[src/rtl/instruction_fetch_unit_pkg.sv]
// Shared types for the instruction fetch path: FSM states, fault causes, and the NOP encoding.
package JZJCoreFTypes;

    typedef enum logic [1:0] {
        IDLE     = 2'd0,
        WAIT_MEM = 2'd1,
        HOLD     = 2'd2,
        FAULT    = 2'd3
    } FetchState_t;

    typedef enum logic [1:0] {
        NONE       = 2'd0,
        MISALIGNED = 2'd1,
        TIMEOUT    = 2'd2
    } FetchFault_t;

    // addi x0, x0, 0
    localparam logic [31:0] NOP_INSTRUCTION = 32'h00000013;

endpackage

[src/rtl/instruction_fetch_unit_if.sv]
// Instruction-port bus between the fetch unit (master) and the memory controller (slave).
interface instruction_fetch_unit_if;

    logic        memReadEnable;
    logic [31:0] memAddress;
    logic        memReadValid;
    logic [31:0] memReadData;

    modport master (
        output memReadEnable,
        output memAddress,
        input  memReadValid,
        input  memReadData
    );

    modport slave (
        input  memReadEnable,
        input  memAddress,
        output memReadValid,
        output memReadData
    );

endinterface

[src/rtl/fetch_watchdog_counter.sv]
// Saturating cycle counter that flags when a memory wait has run WATCHDOG_CYCLES cycles.
module fetch_watchdog_counter #(
    parameter int WATCHDOG_CYCLES = 255
) (
    input  logic clock,
    input  logic reset,
    input  logic clear,
    input  logic enable,
    output logic expired
);

    localparam int CW = (WATCHDOG_CYCLES == 0) ? 1 : $clog2(WATCHDOG_CYCLES + 1);
    localparam logic [CW-1:0] LAST = CW'((WATCHDOG_CYCLES == 0) ? 0 : WATCHDOG_CYCLES - 1);

    logic [CW-1:0] count;

    always_ff @(posedge clock or posedge reset) begin
        if (reset)
            count <= '0;
        else if (clear)
            count <= '0;
        else if (enable && (count != '1))
            count <= count + 1'b1;
    end

    assign expired = (WATCHDOG_CYCLES != 0) && (count == LAST);

endmodule

[src/rtl/instruction_fetch_unit.sv]
// Fetch controller: issues one memory read per request, holds the word for decode,
// and latches misalignment/timeout faults. Responses overtaken by a flush are dropped.
module instruction_fetch_unit
    import JZJCoreFTypes::*;
#(
    parameter int          WATCHDOG_CYCLES = 255,
    parameter logic [31:0] NOP_WORD        = NOP_INSTRUCTION
) (
    input  logic                     clock,
    input  logic                     reset,
    input  logic                     fetchRequest,
    input  logic [31:0]              instructionAddressToAccess,
    input  logic                     flush,
    instruction_fetch_unit_if.master memBus,
    output logic [31:0]              instruction,
    output logic                     instructionValid,
    input  logic                     decodeReady,
    output logic [31:0]              pcOfFetchedInstruction,
    output logic                     fetchFault,
    output FetchFault_t              faultCause
);

    FetchState_t state, stateNext;
    logic        memReadEnable, memReadEnableNext;
    logic [31:0] memAddress, memAddressNext;
    logic [31:0] instructionNext, pcNext;
    logic        instructionValidNext, fetchFaultNext, flushPending, flushPendingNext;
    FetchFault_t faultCauseNext;
    logic        issue, wdClear, wdEnable, wdExpired;

    fetch_watchdog_counter #(.WATCHDOG_CYCLES(WATCHDOG_CYCLES)) watchdog (
        .clock   (clock),
        .reset   (reset),
        .clear   (wdClear),
        .enable  (wdEnable),
        .expired (wdExpired)
    );

    always_ff @(posedge clock or posedge reset) begin
        if (reset) begin
            state                  <= IDLE;
            memReadEnable          <= 1'b0;
            memAddress             <= '0;
            instruction            <= NOP_WORD;
            instructionValid       <= 1'b0;
            pcOfFetchedInstruction <= '0;
            fetchFault             <= 1'b0;
            faultCause             <= NONE;
            flushPending           <= 1'b0;
        end else begin
            state                  <= stateNext;
            memReadEnable          <= memReadEnableNext;
            memAddress             <= memAddressNext;
            instruction            <= instructionNext;
            instructionValid       <= instructionValidNext;
            pcOfFetchedInstruction <= pcNext;
            fetchFault             <= fetchFaultNext;
            faultCause             <= faultCauseNext;
            flushPending           <= flushPendingNext;
        end
    end

    always_comb begin
        stateNext            = state;
        memReadEnableNext    = memReadEnable;
        memAddressNext       = memAddress;
        instructionNext      = instruction;
        instructionValidNext = instructionValid;
        pcNext               = pcOfFetchedInstruction;
        fetchFaultNext       = fetchFault;
        faultCauseNext       = faultCause;
        flushPendingNext     = flushPending;
        issue                = 1'b0;
        wdClear              = 1'b0;
        wdEnable             = 1'b0;

        unique case (state)
            IDLE: issue = fetchRequest && !flush;
            WAIT_MEM: begin
                wdEnable = 1'b1;
                if (memBus.memReadValid) begin
                    memReadEnableNext = 1'b0;
                    flushPendingNext  = 1'b0;
                    if (flushPending || flush) begin
                        stateNext = IDLE;
                    end else begin
                        instructionNext      = memBus.memReadData;
                        instructionValidNext = 1'b1;
                        stateNext            = HOLD;
                    end
                end else if (wdExpired) begin
                    // Nothing is outstanding after a timeout, so any pending flush is moot.
                    memReadEnableNext = 1'b0;
                    flushPendingNext  = 1'b0;
                    fetchFaultNext    = 1'b1;
                    faultCauseNext    = TIMEOUT;
                    stateNext         = FAULT;
                end else if (flush) begin
                    flushPendingNext = 1'b1;
                end
            end
            HOLD: begin
                if (flush || decodeReady) begin
                    instructionValidNext = 1'b0;
                    instructionNext      = NOP_WORD;
                    stateNext            = IDLE;
                    issue                = !flush && fetchRequest;
                end
            end
            FAULT: begin
                if (flush) begin
                    fetchFaultNext = 1'b0;
                    faultCauseNext = NONE;
                    stateNext      = IDLE;
                end
            end
            default: stateNext = IDLE;
        endcase

        if (issue) begin
            memAddressNext = instructionAddressToAccess;
            pcNext         = instructionAddressToAccess;
            if (instructionAddressToAccess[1:0] != 2'b00) begin
                fetchFaultNext = 1'b1;
                faultCauseNext = MISALIGNED;
                stateNext      = FAULT;
            end else begin
                memReadEnableNext = 1'b1;
                wdClear           = 1'b1;
                stateNext         = WAIT_MEM;
            end
        end
    end

    assign memBus.memReadEnable = memReadEnable;
    assign memBus.memAddress    = memAddress;

endmodule

[src/flat_wrapper.sv]
// flat-port wrapper written by rule: the top's interface ports become plain ports
module instruction_fetch_unit_flat import JZJCoreFTypes::*;
#(
    parameter int          WATCHDOG_CYCLES = 255,
    parameter logic [31:0] NOP_WORD        = NOP_INSTRUCTION
)
  (clock, reset, fetchRequest, instructionAddressToAccess, flush, instruction, instructionValid, decodeReady, pcOfFetchedInstruction, fetchFault, faultCause, memBus_memReadEnable, memBus_memAddress, memBus_memReadValid, memBus_memReadData);
  instruction_fetch_unit_if memBus_i ();
  input  logic clock;
  input  logic reset;
  input  logic fetchRequest;
  input  logic [31:0] instructionAddressToAccess;
  input  logic flush;
  output logic [31:0] instruction;
  output logic instructionValid;
  input  logic decodeReady;
  output logic [31:0] pcOfFetchedInstruction;
  output logic fetchFault;
  output FetchFault_t faultCause;
  output wire logic [$bits(memBus_i.memReadEnable)-1:0] memBus_memReadEnable;
  output wire logic [$bits(memBus_i.memAddress)-1:0] memBus_memAddress;
  input wire logic [$bits(memBus_i.memReadValid)-1:0] memBus_memReadValid;
  input wire logic [$bits(memBus_i.memReadData)-1:0] memBus_memReadData;
  assign memBus_memReadEnable = memBus_i.memReadEnable;
  assign memBus_memAddress = memBus_i.memAddress;
  assign memBus_i.memReadValid = memBus_memReadValid;
  assign memBus_i.memReadData = memBus_memReadData;
  instruction_fetch_unit #(.WATCHDOG_CYCLES(WATCHDOG_CYCLES), .NOP_WORD(NOP_WORD)) u_core (.clock(clock), .reset(reset), .fetchRequest(fetchRequest), .instructionAddressToAccess(instructionAddressToAccess), .flush(flush), .memBus(memBus_i), .instruction(instruction), .instructionValid(instructionValid), .decodeReady(decodeReady), .pcOfFetchedInstruction(pcOfFetchedInstruction), .fetchFault(fetchFault), .faultCause(faultCause));
endmodule
[config.mk]
export PLATFORM = sky130hd
export DESIGN_NAME = instruction_fetch_unit_flat
export DESIGN_NICKNAME = d
export VERILOG_FILES = /design/src/rtl/instruction_fetch_unit_pkg.sv /design/src/rtl/instruction_fetch_unit_if.sv /design/src/rtl/fetch_watchdog_counter.sv /design/src/rtl/instruction_fetch_unit.sv /design/src/flat_wrapper.sv
export SDC_FILE = /design/constraint.sdc
export NUM_CORES = 1
export LEC_CHECK = 0
export ABC_AREA = 0
export ABC_CLOCK_PERIOD_IN_PS = 7140
export BUFFER_PORTS_ARGS = -buffer_cell sky130_fd_sc_hd__buf_2
export CAP_MARGIN = 15
export CORE_ASPECT_RATIO = 1.4
export CORE_UTILIZATION = 50
export CTS_CLUSTER_DIAMETER = 150
export DETAILED_ROUTE_END_ITERATION = 16
export PLACE_DENSITY = 0.86
export SYNTH_ARGS = -nofsm -noshare
export SYNTH_HDL_FRONTEND = slang
export SYNTH_SLANG_ARGS = --single-unit
[constraint.sdc]
create_clock -name clock -period 7.14 [get_ports clock]
set_clock_uncertainty 0.2 [all_clocks]
set_input_delay 1.428 -clock clock [delete_from_list [all_inputs] [get_ports clock]]
set_output_delay 1.428 -clock clock [all_outputs]
set_load 0.02 [all_outputs]
==> report_table.html <==
<table>
<tr><th>Metric</th><th>Value</th></tr>
<tr><th colspan="2">Status</th></tr>
<tr><td>Run status</td><td>finished clean</td></tr>
<tr><th colspan="2">Floorplanning</th></tr>
<tr><td>Y dimension of the die</td><td>about 100 microns</td></tr>
<tr><td>Full die area</td><td>about 7500 sq um</td></tr>
<tr><td>Area of the core</td><td>6940 sq um</td></tr>
<tr><td>Die width</td><td>73.4 microns</td></tr>
<tr><td>Number of top-level pins</td><td>between 150 and 200</td></tr>
<tr><td>Count of standard-cell rows</td><td>36</td></tr>
<tr><td>Initial cell density of the core</td><td>roughly 51%</td></tr>
<tr><th colspan="2">STA</th></tr>
<tr><td>Final hold violation count</td><td>0</td></tr>
<tr><td>Worst hold slack</td><td>0.263 ns</td></tr>
<tr><td>Worst Setup Slack, final</td><td>3.87 ns</td></tr>
<tr><td>Number of failing setup endpoints in the final timing report</td><td>0</td></tr>
<tr><td>Rel. slew slack</td><td>23.3%</td></tr>
<tr><td>Pin slew with the least headroom to its limit</td><td>1.15 ns</td></tr>
<tr><td>Final Slew Violations</td><td>0</td></tr>
<tr><td>RSZ-0062 raised after global routing</td><td>no</td></tr>
<tr><td>Time the worst path needs with I/O delays and setup</td><td>about 3.3 ns</td></tr>
<tr><td>Maximum operating frequency</td><td>slightly above 300 MHz</td></tr>
<tr><td>Ratio of final minimum period to clock period</td><td>about 46%</td></tr>
<tr><td>Accumulated negative setup slack</td><td>0 ns</td></tr>
<tr><th colspan="2">Routing</th></tr>
<tr><td>Via count</td><td>2603</td></tr>
<tr><td>Post-route DRC violation count</td><td>0</td></tr>
<tr><td>Total wire length after detailed routing</td><td>7250 microns</td></tr>
<tr><td>TritonRoute pass-1 iters</td><td>4</td></tr>
<tr><td>Post-detailed-route via-to-cell ratio</td><td>5.16</td></tr>
<tr><td>Violation count after the first detailed-routing iteration</td><td>122</td></tr>
<tr><td>Wire length per cell</td><td>14.4 microns</td></tr>
<tr><td>Number of nets with antenna violations after routing</td><td>0</td></tr>
<tr><th colspan="2">Synthesis</th></tr>
<tr><td>Synthesized area divided by synthesized cell count</td><td>13.4 sq um</td></tr>
<tr><td>Post-Synthesis Net Count</td><td>roughly 340</td></tr>
<tr><td>Mapped cell area</td><td>3570 sq um</td></tr>
<tr><td>Count of distinct cell types in the synthesized netlist</td><td>43</td></tr>
<tr><td>Share of synthesized cell area in full adder, half adder and majority cells</td><td>0.701%</td></tr>
<tr><td>Portion of the post-synthesis area used by sequential elements</td><td>56.2%</td></tr>
<tr><td>Yosys warning count</td><td>0</td></tr>
<tr><td>Combinational family with the most area after synthesis</td><td>compound AO/OA/AOI/OAI gates</td></tr>
<tr><td>Post-synthesis sequential element count</td><td>80</td></tr>
<tr><td>Prevailing post-synth register cell</td><td>sky130_fd_sc_hd__dfrtp_1</td></tr>
<tr><td>Fraction of synthesized cell area in xor and xnor cells</td><td>0.981%</td></tr>
<tr><td>Cells after Synth</td><td>266</td></tr>
<tr><td>Post-synthesis compound-gate area fraction</td><td>13.3%</td></tr>
<tr><td>Fraction of synthesis flops using an asynchronous set or reset pin</td><td>100%</td></tr>
<tr><td>Number of enable flip-flop cells after synthesis</td><td>0</td></tr>
<tr><td>Simple logic cell fraction of the synthesized area</td><td>5.78%</td></tr>
<tr><td>Multiplexer share of the synthesized area</td><td>12.5%</td></tr>
<tr><th colspan="2">Cells and area</th></tr>
<tr><td>Layout cells sized above 1</td><td>56.5%</td></tr>
<tr><td>Final design instance area without fill</td><td>4430 sq um</td></tr>
<tr><td>Area Growth Syn to Fin</td><td>24.1%</td></tr>
<tr><td>Commonest non-fill, non-tap cells in the layout</td><td>sky130_fd_sc_hd__buf_2 (170), sky130_fd_sc_hd__dfrtp_1 (77), sky130_fd_sc_hd__a22o_1 (30), sky130_fd_sc_hd__mux2_4 (20), sky130_fd_sc_hd__mux2_2 (13)</td></tr>
<tr><td>Diodes inserted</td><td>0</td></tr>
<tr><td>Leading cell type in the layout, fill and taps excluded</td><td>sky130_fd_sc_hd__buf_2</td></tr>
<tr><td>Final nets</td><td>between 400 and 500</td></tr>
<tr><th colspan="2">CTS</th></tr>
<tr><td>Clock latency on the worst-skew pair</td><td>0.34 ns</td></tr>
<tr><td>Number of sinks on the clock net</td><td>80</td></tr>
<tr><td>CTS tree</td><td>yes</td></tr>
<tr><td>Post_cts resized</td><td>0</td></tr>
<tr><td>Hold_buf cts</td><td>0</td></tr>
<tr><td>CTS Buffer Depth</td><td>2</td></tr>
<tr><td>Worst-path clk slew</td><td>~0.090 ns</td></tr>
<tr><td>Post-CTS setup repair buffer count</td><td>0</td></tr>
<tr><td>Root Buffer</td><td>sky130_fd_sc_hd__clkbuf_8</td></tr>
<tr><td>H-tree depth</td><td>3</td></tr>
<tr><td>Total CTS buffers</td><td>9</td></tr>
<tr><th colspan="2">Worst setup path</th></tr>
<tr><td>Largest fanout on the critical path</td><td>33</td></tr>
<tr><td>Length in cells of the worst reg-to-reg path</td><td>4</td></tr>
<tr><td>Critical path arrival</td><td>between 3 and 4 ns</td></tr>
<tr><td>Kind of capture point of the worst setup path</td><td>flop</td></tr>
<tr><td>Worst flop-to-flop path startpoint</td><td>u_core.state[1]</td></tr>
<tr><td>CP required</td><td>7.17 ns</td></tr>
<tr><td>Path type of the worst setup path</td><td>in2reg</td></tr>
<tr><td>Worst Setup SP</td><td>flush</td></tr>
<tr><td>Capture instance of the worst register-to-register path</td><td>u_core.instruction[12]</td></tr>
<tr><td>Worst-case register-to-register setup slack</td><td>between 4 and 5 ns</td></tr>
<tr><td>CP Launch Type</td><td>input pin</td></tr>
<tr><th colspan="2">Hold path</th></tr>
<tr><td>Hold/Removal Path Class</td><td>reg2reg</td></tr>
<tr><td>Hold wc startpoint</td><td>u_core.instruction[0]</td></tr>
<tr><td>Number of cells on the worst hold path</td><td>2</td></tr>
<tr><td>WHS Endpoint</td><td>u_core.instruction[0]</td></tr>
<tr><th colspan="2">Global route</th></tr>
<tr><td>Antenna violations before repair</td><td>0</td></tr>
<tr><td>GRT Overall Usage</td><td>19.3%</td></tr>
<tr><td>Wire length of the first global-routing pass</td><td>~11000 microns</td></tr>
<tr><td>Number of global-route vias before repair</td><td>2380</td></tr>
<tr><td>Maximum number of pins on one net before global-route repair</td><td>roughly 80</td></tr>
<tr><td>Total gr overflow</td><td>0</td></tr>
<tr><th colspan="2">Pwr</th></tr>
<tr><td>Power density over the cells</td><td>about 480 nW/um^2</td></tr>
<tr><td>Leakage</td><td>2.41 nW</td></tr>
<tr><td>Highest ir drop seen on vdd</td><td>between 300 and 400 uV</td></tr>
<tr><th colspan="2">Placed design</th></tr>
<tr><td>Port-buffer cells</td><td>170</td></tr>
<tr><td>Cell area reported after detailed placement</td><td>4200 sq um</td></tr>
<tr><td>Estimated wirelength of the detail-placed design</td><td>5210 microns</td></tr>
<tr><td>Placement-stage worst setup slack</td><td>between 3 and 4 ns</td></tr>
<tr><td>GPL Wtd Cong</td><td>0.783</td></tr>
<tr><th colspan="2">Flow run</th></tr>
<tr><td>Number of maximum-capacitance constraint violations</td><td>0</td></tr>
</table>
[power breakdown]
group          switching [W]  internal (W)
logic               0.000579      0.000395
registers           0.000151      0.000651
clock network       0.000160      0.000208
total               0.000890       0.00125
[area by class of cell]
type | instances | area [sq um]
flip-flops and latches | 80 | 2010
repair buffers | 171 | 858
clock inverters | 6 | 90.1
clock buffers | 10 | 138
well taps | 95 | 119
multi-input cells | 134 | 1190
inverters | 8 | 31.3
fillers | 559 | 2510
[worst max-delay path by stage]
stage                                        end  slack [ns]  cells after the start
final                     u_core.instruction[12]        3.87                      5
after global routing      u_core.instruction[12]        3.72                      5
after CTS                 u_core.instruction[12]        3.90                      5
after detailed placement  u_core.instruction[12]        3.52                      5
after global placement    u_core.instruction[24]        3.64                      5
after floorplan             u_core.faultCause[0]        3.47                      1
[synthesized netlist by cell type (2+ instances only)]
library cell	instances	area share, %
sky130_fd_sc_hd__buf_6	7	2.2
sky130_fd_sc_hd__nor3_1	3	0.42
sky130_fd_sc_hd__a21oi_1	6	0.84
sky130_fd_sc_hd__nand4_1	3	0.53
sky130_fd_sc_hd__a211oi_1	2	0.42
sky130_fd_sc_hd__mux2_2	13	4.1
sky130_fd_sc_hd__ha_1	2	0.70
sky130_fd_sc_hd__nand2_1	3	0.32
sky130_fd_sc_hd__a22o_1	30	7.4
sky130_fd_sc_hd__dfstp_2	3	2.2
sky130_fd_sc_hd__buf_4	33	6.9
sky130_fd_sc_hd__o311ai_1	2	0.49
sky130_fd_sc_hd__buf_2	4	0.56
sky130_fd_sc_hd__nand3_1	4	0.56
sky130_fd_sc_hd__nor2_1	11	1.2
sky130_fd_sc_hd__nand2b_1	2	0.35
sky130_fd_sc_hd__dfrtp_1	77	54
sky130_fd_sc_hd__o21ai_1	3	0.42
sky130_fd_sc_hd__mux2_4	20	8.4
sky130_fd_sc_hd__o21ai_0	5	0.70
sky130_fd_sc_hd__inv_1	8	0.84
sky130_fd_sc_hd__and3_1	2	0.35
sky130_fd_sc_hd__xnor2_1	3	0.74
[critical path, stage by stage]
cell and delay, ns:
sky130_fd_sc_hd__buf_2 0.13, sky130_fd_sc_hd__nor2_1 0.13, sky130_fd_sc_hd__and3_1 0.94, sky130_fd_sc_hd__a31oi_4 0.34, sky130_fd_sc_hd__a22o_1 0.33
[stage by stage]
stage | total power (W) | std cells | utilization (%)
after CTS | 0.00217 | 504 | 63.9
after global placement | 0.00175 | 488 | 60.6
final | 0.00214 | 504 | 63.9
after floorplan | 0.00159 | 266 | -
after detailed placement | 0.00179 | 488 | 60.6
after global routing | 0.00228 | 504 | 63.9
[cell families after synthesis]
group / count (synthesis)
adders and majority gates: 2
AOI/OAI and AO/OA: 59
muxes: 33
and+or+nand+nor: 36
buffers and inverters: 52
xor gates and xnor gates: 4
DFF: 80
[flip-flops by register name, summed over array words and instances, names as in the netlist]
signal,flops
u_core.faultCause,2
u_core.fetchFault,1
u_core.flushPending,1
u_core.instruction,32
u_core.instructionValid,1
u_core.memBus.memReadEnable,1
u_core.pcOfFetchedInstruction,32
u_core.state,2
u_core.watchdog.count,8
[routing by layer]
layer  GRT usage, %  wire, microns
met1           21.8           2890
met2           33.5           3670
met3           6.02            548
met4           7.99            131
met5              0              0
(Power assumes the default switching activity.)
